<file path="src/rtl/soma_run_ctrl.sv">
// soma_run_ctrl: launches a run on a set of kernels and tracks it.
// The run ends when every selected kernel has finished, on a timeout, or on reset.
module soma_run_ctrl #(
    parameter int NUM_KERNELS = 2,
    parameter int CNT_W       = 64,
    parameter int TMO_W       = 32
) (
    input  logic                   clk,
    input  logic                   SoftReset,
    input  logic                   start,
    input  logic [NUM_KERNELS-1:0] kernel_mask,
    input  logic [TMO_W-1:0]       timeout_cycles,
    output logic [NUM_KERNELS-1:0] kernel_start,
    input  logic [NUM_KERNELS-1:0] kernel_finish,
    output logic                   finish,
    output logic                   busy,
    output logic                   timed_out,
    output logic [NUM_KERNELS-1:0] done_vec,
    output logic [CNT_W-1:0]       run_cycles,
    output logic [31:0]            run_count
);

    localparam int MW = (CNT_W > TMO_W) ? CNT_W : TMO_W;

    typedef enum logic [1:0] {
        IDLE,
        LAUNCH,
        RUN,
        DONE
    } stateT;

    stateT                  state;
    stateT                  nextState;
    logic                   startQ;
    logic                   startEdge;
    logic [NUM_KERNELS-1:0] maskQ;
    logic [TMO_W-1:0]       tmoQ;
    logic [NUM_KERNELS-1:0] finSeen;
    logic                   allDone;
    logic                   tmoHit;
    logic [MW-1:0]          cyclesExt;
    logic [MW-1:0]          tmoExt;

    assign startEdge = start & ~startQ;
    assign finSeen   = done_vec | (kernel_finish & maskQ);
    assign allDone   = (finSeen == maskQ);
    assign cyclesExt = MW'(run_cycles);
    assign tmoExt    = MW'(tmoQ);
    assign tmoHit    = (tmoQ != '0) && (cyclesExt >= tmoExt);

    // State register; reset aborts any run immediately
    always_ff @(posedge clk or posedge SoftReset) begin
        if (SoftReset) begin
            state <= IDLE;
        end else begin
            state <= nextState;
        end
    end

    // Next-state: launch on a fresh edge, finish on completion or timeout
    always_comb begin
        nextState = state;
        unique case (state)
            IDLE:    if (startEdge) nextState = LAUNCH;
            LAUNCH:  nextState = RUN;
            RUN:     if (allDone || tmoHit) nextState = DONE;
            DONE:    nextState = IDLE;
            default: nextState = IDLE;
        endcase
    end

    // Outputs decoded from the current state only
    always_comb begin
        kernel_start = '0;
        finish       = 1'b0;
        busy         = (state != IDLE);
        if (state == LAUNCH) kernel_start = maskQ;
        if (state == DONE)   finish       = 1'b1;
    end

    // Run bookkeeping: launch capture, cycle count, finish flags, run tally
    always_ff @(posedge clk or posedge SoftReset) begin
        if (SoftReset) begin
            startQ     <= 1'b1;
            maskQ      <= '0;
            tmoQ       <= '0;
            done_vec   <= '0;
            run_cycles <= '0;
            timed_out  <= 1'b0;
            run_count  <= '0;
        end else begin
            startQ <= start;
            unique case (state)
                IDLE: begin
                    if (startEdge) begin
                        maskQ      <= kernel_mask;
                        tmoQ       <= timeout_cycles;
                        done_vec   <= '0;
                        run_cycles <= '0;
                        timed_out  <= 1'b0;
                    end
                end
                LAUNCH: begin
                    if (!(&run_cycles)) run_cycles <= run_cycles + CNT_W'(1);
                end
                RUN: begin
                    if (!(&run_cycles)) run_cycles <= run_cycles + CNT_W'(1);
                    done_vec <= finSeen;
                    if (!allDone && tmoHit) timed_out <= 1'b1;
                end
                DONE: begin
                    run_count <= run_count + 32'd1;
                end
                default: ;
            endcase
        end
    end

endmodule

</file>
<file path="config.mk">
export PLATFORM = sky130hd
export DESIGN_NAME = soma_run_ctrl
export DESIGN_NICKNAME = d
export VERILOG_FILES = /design/src/rtl/soma_run_ctrl.sv
export SDC_FILE = /design/constraint.sdc
export NUM_CORES = 1
export LEC_CHECK = 0
export ABC_AREA = 1
export ABC_CLOCK_PERIOD_IN_PS = 10650
export BUFFER_PORTS_ARGS = -buffer_cell sky130_fd_sc_hd__buf_2
export CORE_MARGIN = 3
export CORE_UTILIZATION = 41
export CTS_CLUSTER_SIZE = 16
export DETAILED_ROUTE_END_ITERATION = 7
export HOLD_SLACK_MARGIN = 0.15
export PLACE_DENSITY = 0.66
export SKIP_LAST_GASP = 1
export SLEW_MARGIN = 20
export SYNTH_ARGS = -nofsm -noshare
export SYNTH_HDL_FRONTEND = slang
export SYNTH_SLANG_ARGS = --single-unit
</file>
<file path="constraint.sdc">
create_clock -name clk -period 10.65 [get_ports clk]
set_clock_uncertainty 0.15 [all_clocks]
set_input_delay 2.13 -clock clk [delete_from_list [all_inputs] [get_ports clk]]
set_output_delay 2.13 -clock clk [all_outputs]
set_load 0.01 [all_outputs]
</file>
==> metrics.txt, run 1 <==
Worst Path Max Fanout 80; RSZ-0062 raised after global routing no; drc violations 0; final setup fails 0; max-cap violations 0; Inserted Diodes 0; postcts setup bufs 0; Critical Path AT 4.01 ns; CTS Buf Count 17; hold-fix buffers at CTS 0; largest net degree at the start of global routing 84; Critical Path Sink Type flip-flop; Chip Width 150 um; FMAX 258 MHz; #FFs+latches synth 136; first-pass GRT wire length 40100 um; area grow syn2layout 18.1%; Clock Latency Late Sink 0.43 ns; initial core utilization 42.0%; syn nets 1219; count leader, synth nand2_1; TritonRoute pass-1 iters 5; worst-margin pin slew 0.826 ns; post-route ant nets 0; Vias per Instance 5.20; fin crit period 3.88 ns; io pins 142; Slew Viols, Final 0; Post-synth EDFFs 0; Post-synth top cells nand2_1 (258), nor2_1 (171), dfrtp_1 (135); sequential share of the synthesized area 39.9%; total negative slack 0 ns; row count 52; Die ar. 22600 um2; leading area contributor after synthesis dfrtp_1; CP Launch Type input pin; outcome completed; Critical Path RT 10.78 ns; Via Count 8102; layout cells sized above 1 15.4%; crit share post-route 36.5%; post-synth top area share 39.6%; Core ar. 20300 um2; synth unique cells 33; Post-DP HPWL 19400 um; Overflow after GRT 0; global-route usage over all layers 22.8%; Longest Clk Path Bufs 2; vias in the first global route 7631; kind of critical path input pin to flip-flop; HP Class flip-flop to flip-flop; IO buf count 141; Ys Warns 0; design area 10100 um2; Syn Area/Cell 7.47 um2; final net count 1353; routed length per instance 16.2 um; DRT iter0 DRCs 650; area post-placement 9470 um2; CTS clock-pin slew for the worst setup and hold paths 0.07 ns; async set-reset flop share out of synthesis 100%; CTS tree built; gpl congestion 0.940; Top FF cell, synth dfrtp_1; Mapped Area 8520 um2; final WL 25200 um; Gate Count Post-Synth 1141; clock sink count 136; H-tree levels 4; VDD IR-drop max 0.155 mV; Post-CTS Resized 0; Pwr per Cell Area 183 nW/um2; Final Hold Vio Count 0; leakage 4.85 nW; top cells by area, synth dfrtp_1 (40%), nand2_1 (11%), nor2_1 (7.5%), ha_1 (5.7%), inv_1 (5.5%); Slew HR 44.5%; clk root buf clkbuf_16; initial antenna violation count 0; Core Util, Final 49.6%; Die Y 150 um
-- where the power goes --
group	leakage, nW	internal (mW)	switching, mW
registers	1.77	0.601	0.0531
clock network	0.288	0.335	0.269
logic	2.79	0.150	0.438
-- worst max-delay path, stage by stage --
cell and delay, ns:
buf_2 0.12, a21oi_1 0.18, a21oi_1 0.07, nand2_2 0.07, buf_4 0.59, inv_2 0.53
nand4_1 0.20, o21ai_0 0.10
-- final timing paths --
| kind | cells past startpoint | to | slack (ns) | startpoint |
|---|---|---|---|---|
| min in group asynchronous | 2 | tmoQ[28] | 1.58 | SoftReset |
| max reg2reg | 12 | run_cycles[14] | 6.91 | state[0] |
| max | 8 | run_cycles[14] | 6.77 | start |
| min reg2reg | 1 | run_count[31] | 0.33 | run_count[31] |
| min | 1 | run_count[31] | 0.33 | run_count[31] |
| max in group asynchronous | 3 | run_cycles[7] | 7.64 | SoftReset |
-- kinds of logic (layout without fill, tap and decap cells) --
| family | Yosys count | count (layout) | share of synthesized area (%) |
|---|---|---|---|
| flops | 136 | 136 | 39.9 |
| fa+ha+maj | 39 | 39 | 5.73 |
| buf+inv | 159 | 306 | 7.35 |
| compound gates | 134 | 134 | 9.00 |
| simple gates | 604 | 604 | 30.8 |
| mux | 2 | 2 | 0.264 |
| xor+xnor | 67 | 67 | 6.88 |
-- through the flow --
stage          worst slack [ns]  power, mW  instances  hold slack, ns
6_report                   6.77       1.85       1558           0.325
5_1_grt                    6.53       1.98       1558           0.348
3_3_place_gp               6.42       1.23       1526           0.306
2_1_floorplan              4.73       1.12       1141           0.340
4_1_cts                    6.78       1.86       1558           0.325
3_5_place_dp               6.35       1.25       1526           0.314
-- cells in the final DEF, fill, tap and decap left out, types with 30 or more instances in the layout --
cell	n
a21oi_1	53
xor2_1	47
o31ai_1	30
nand4_1	64
inv_1	125
nand2_1	258
nor2_1	171
o21ai_0	36
dfrtp_1	135
nand3_1	56
buf_2	141
ha_1	39
-- sequential cells by signal, indices dropped and copies added (netlist names) --
register / cells
state: 2
done_vec: 2
maskQ: 2
tmoQ: 32
run_cycles: 64
timed_out: 1
run_count: 32
startQ: 1
-- per-layer routing --
layer	track usage (%)	up-vias	routed length, um
met2	35.6	247	11300
met4	6.54	0	494
li1	-	4028	-
met5	0	-	0
met1	31.2	3794	11600
met3	5.99	33	1840
-- cell type report --
type	instances	area [um2]
Clock buffer	17	425
Clock inverter	15	170
Fill cell	2084	10200
Inverter	128	485
Multi-Input combinational cell	846	4500
Sequential cell	136	3400
Tap cell	270	338
Timing Repair Buffer	146	747
Note: power is estimated with default switching activity, not from simulation.
==> inputs of run 2 (changes only) <==
--- a/config.mk
+++ b/config.mk
@@ -6,7 +6,7 @@
 export NUM_CORES = 1
 export LEC_CHECK = 0
 export ABC_AREA = 1
-export ABC_CLOCK_PERIOD_IN_PS = 10650
+export ABC_CLOCK_PERIOD_IN_PS = 3870
 export BUFFER_PORTS_ARGS = -buffer_cell sky130_fd_sc_hd__buf_2
 export CORE_MARGIN = 3
 export CORE_UTILIZATION = 41
==> constraint.sdc (replaced) <==
create_clock -name clk -period 3.87 [get_ports clk]
set_clock_uncertainty 0.15 [all_clocks]
set_input_delay 0.774 -clock clk [delete_from_list [all_inputs] [get_ports clk]]
set_output_delay 0.774 -clock clk [all_outputs]
set_load 0.01 [all_outputs]
==> run 2 against run 1 <==
Net effect:
- die area unchanged
- hold slack worse by 0.0054 ns
- critical path depth is 3 higher
- sequential cell count unchanged
- non-clock buffer count up 3
- combinational power rose to 2.8 times the previous value
- sequential power rose to 2.7 times the previous value
- wire length up 0.68%
- power increased to 2.7 times the previous value
- first-iteration DRC count down 11%
- critical endpoint is now run_cycles[40]
==> metrics.txt, run 2 (synthesis results as in run 1) <==
Die Y 150 um; WP depth 11; postcts setup bufs 0; multi-input logic area 4500 um2; DRT iter0 DRCs 579; Die ar. 22600 um2; Final Hold Vio Count 0; biggest regs run_cycles x64, run_count x32, tmoQ x32; Critical Path End run_cycles[40]; crit-path cells inv_1 -> ha_1 -> buf_4 -> nand2_1 -> nor3_1 -> and2_1 -> nand4_1 -> nand2_2 -> inv_2 -> nand4_1 -> o21ai_0; Inserted Diodes 0; reg2reg path depth 11; CP Launch Type flip-flop; fin crit period 2.71 ns; most common cell after layout, fill and taps aside nand2_1; Clk pwr share 31.6%; area occupied by registers 3400 um2; global-route usage over all layers 22.9%; Via Count 8091; routed length per instance 16.2 um; H-tree levels 4; Int Pwr 2.95 mW; Largest register FFs 64; commonest cells after routing, fill and taps aside nand2_1 (258), nor2_1 (171), buf_2 (141); buffers plus inverters on the worst setup path 3; kind of critical path flip-flop to flip-flop; met3 track demand over resource 6.11%; row count 52; logic gate share of total power 33.0%; CTS Buf Count 17; CP dominant cell by count nand4_1; final WL 25300 um; CP delay by family, top simple AND/OR/NAND/NOR gates; CTS tree built; Core ar. 20300 um2; post-route ant nets 0; VDD IR-drop max 0.546 mV; io pins 142; Critical Path Sink Type flip-flop; Crit-path slowest cell dfrtp_1; Slew HR 41.6%; HP Class input pin to asynchronous set/reset pin; Top reg by flops run_cycles; initial core utilization 42.0%; total negative slack 0 ns; Chip Width 150 um; met2 usage 34.4%; sw power 2.11 mW; total chip power 5.06 mW; gpl congestion 0.960; Critical Path RT 3.99 ns; max-cap violations 0; RSZ-0062 raised after global routing no; Reg power frac 35.4%; Pwr per Cell Area 501 nW/um2; M1 GR Usage 32.4%; clk root buf clkbuf_16; Post-DP HPWL 19700 um; GRT busiest layer met2; leakage 4.86 nW; IO buf count 141; first-pass GRT wire length 40400 um; largest net degree at the start of global routing 57; worst-margin pin slew 0.870 ns; Clock Latency Late Sink 0.43 ns; TritonRoute pass-1 iters 4; Vias per Instance 5.18; FMAX 368 MHz; vias in the first global route 7746; final setup fails 0; FILL cells 2060; Worst Path Max Fanout 49; final net count 1356; crit share post-route 70.1%; Slew Viols, Final 0; layout cells sized above 1 15.6%; reg-to-reg startpoint state[1]; reg2reg end run_cycles[40]; Longest Clk Path Bufs 2; CP peak stage delay 0.39 ns; Reg2Reg Setup Slack 1.16 ns; Post-CTS Resized 0; Overflow after GRT 0; Critical Path AT 2.83 ns; area grow syn2layout 18.5%; Sw Ratio 41.7%; outcome completed; CTS clock-pin slew for the worst setup and hold paths 0.06 ns; hold-fix buffers at CTS 0; Worst Setup SP state[1]; initial antenna violation count 0; drc violations 0; clock sink count 136
==> run 2: cell count changes in the layout (fill, tap and decap cells not counted), sizes merged <==
cell,previous run,this run
buf,146,149
bufinv,1,0
clkinv,1,6
clkinvlp,2,3
inv,139,134
==> run 2: power groups by stage <==
stage	logic [mW]	clock network, mW	registers, mW
detailed placement	1.68	0	1.82
global route	1.90	1.70	1.82
floorplan	1.27	0	1.81
global placement	1.64	0	1.81
finish	1.67	1.60	1.79
CTS	1.68	1.63	1.79
==> run 2: through the flow <==
stage / hold slack (ns) / area (um2) / util [%] / setup slack [ns] / instances
global placement: 0.306 / 9510 / 46.9 / 1.28 / 1529
global route: 0.320 / 10100 / 49.8 / 0.914 / 1561
CTS: 0.317 / 10100 / 49.8 / 1.18 / 1561
detailed placement: 0.310 / 9510 / 46.9 / 1.21 / 1529
finish: 0.320 / 10100 / 49.8 / 1.16 / 1561
floorplan: 0.340 / 8530 / - / 1.25 / 1141
==> run 2: worst min-delay path by stage <==
stage	endpoint	slack, ns
floorplan	state[1]	0.34
CTS	startQ	0.32
detailed placement	run_count[31]	0.31
global route	startQ	0.32
global placement	run_count[31]	0.31
finish	tmoQ[29]	0.32
==> run 2: cell type report <==
type / count / share of cell area [%]
flip-flops and latches: 136 / 33.7
clock buffers: 17 / 4.21
well taps: 270 / 3.34
inverters: 128 / 4.79
repair buffers: 149 / 7.83
clock inverters: 15 / 1.60
multi-input cells: 846 / 44.5
==> run 2: layer usage <==
metal	vias up	part of all wire (%)	wire, um
li1	4044	-	-
met1	3778	47	11900
met2	234	44	11200
met3	35	7.1	1800
met4	0	2.0	499
met5	-	0	0
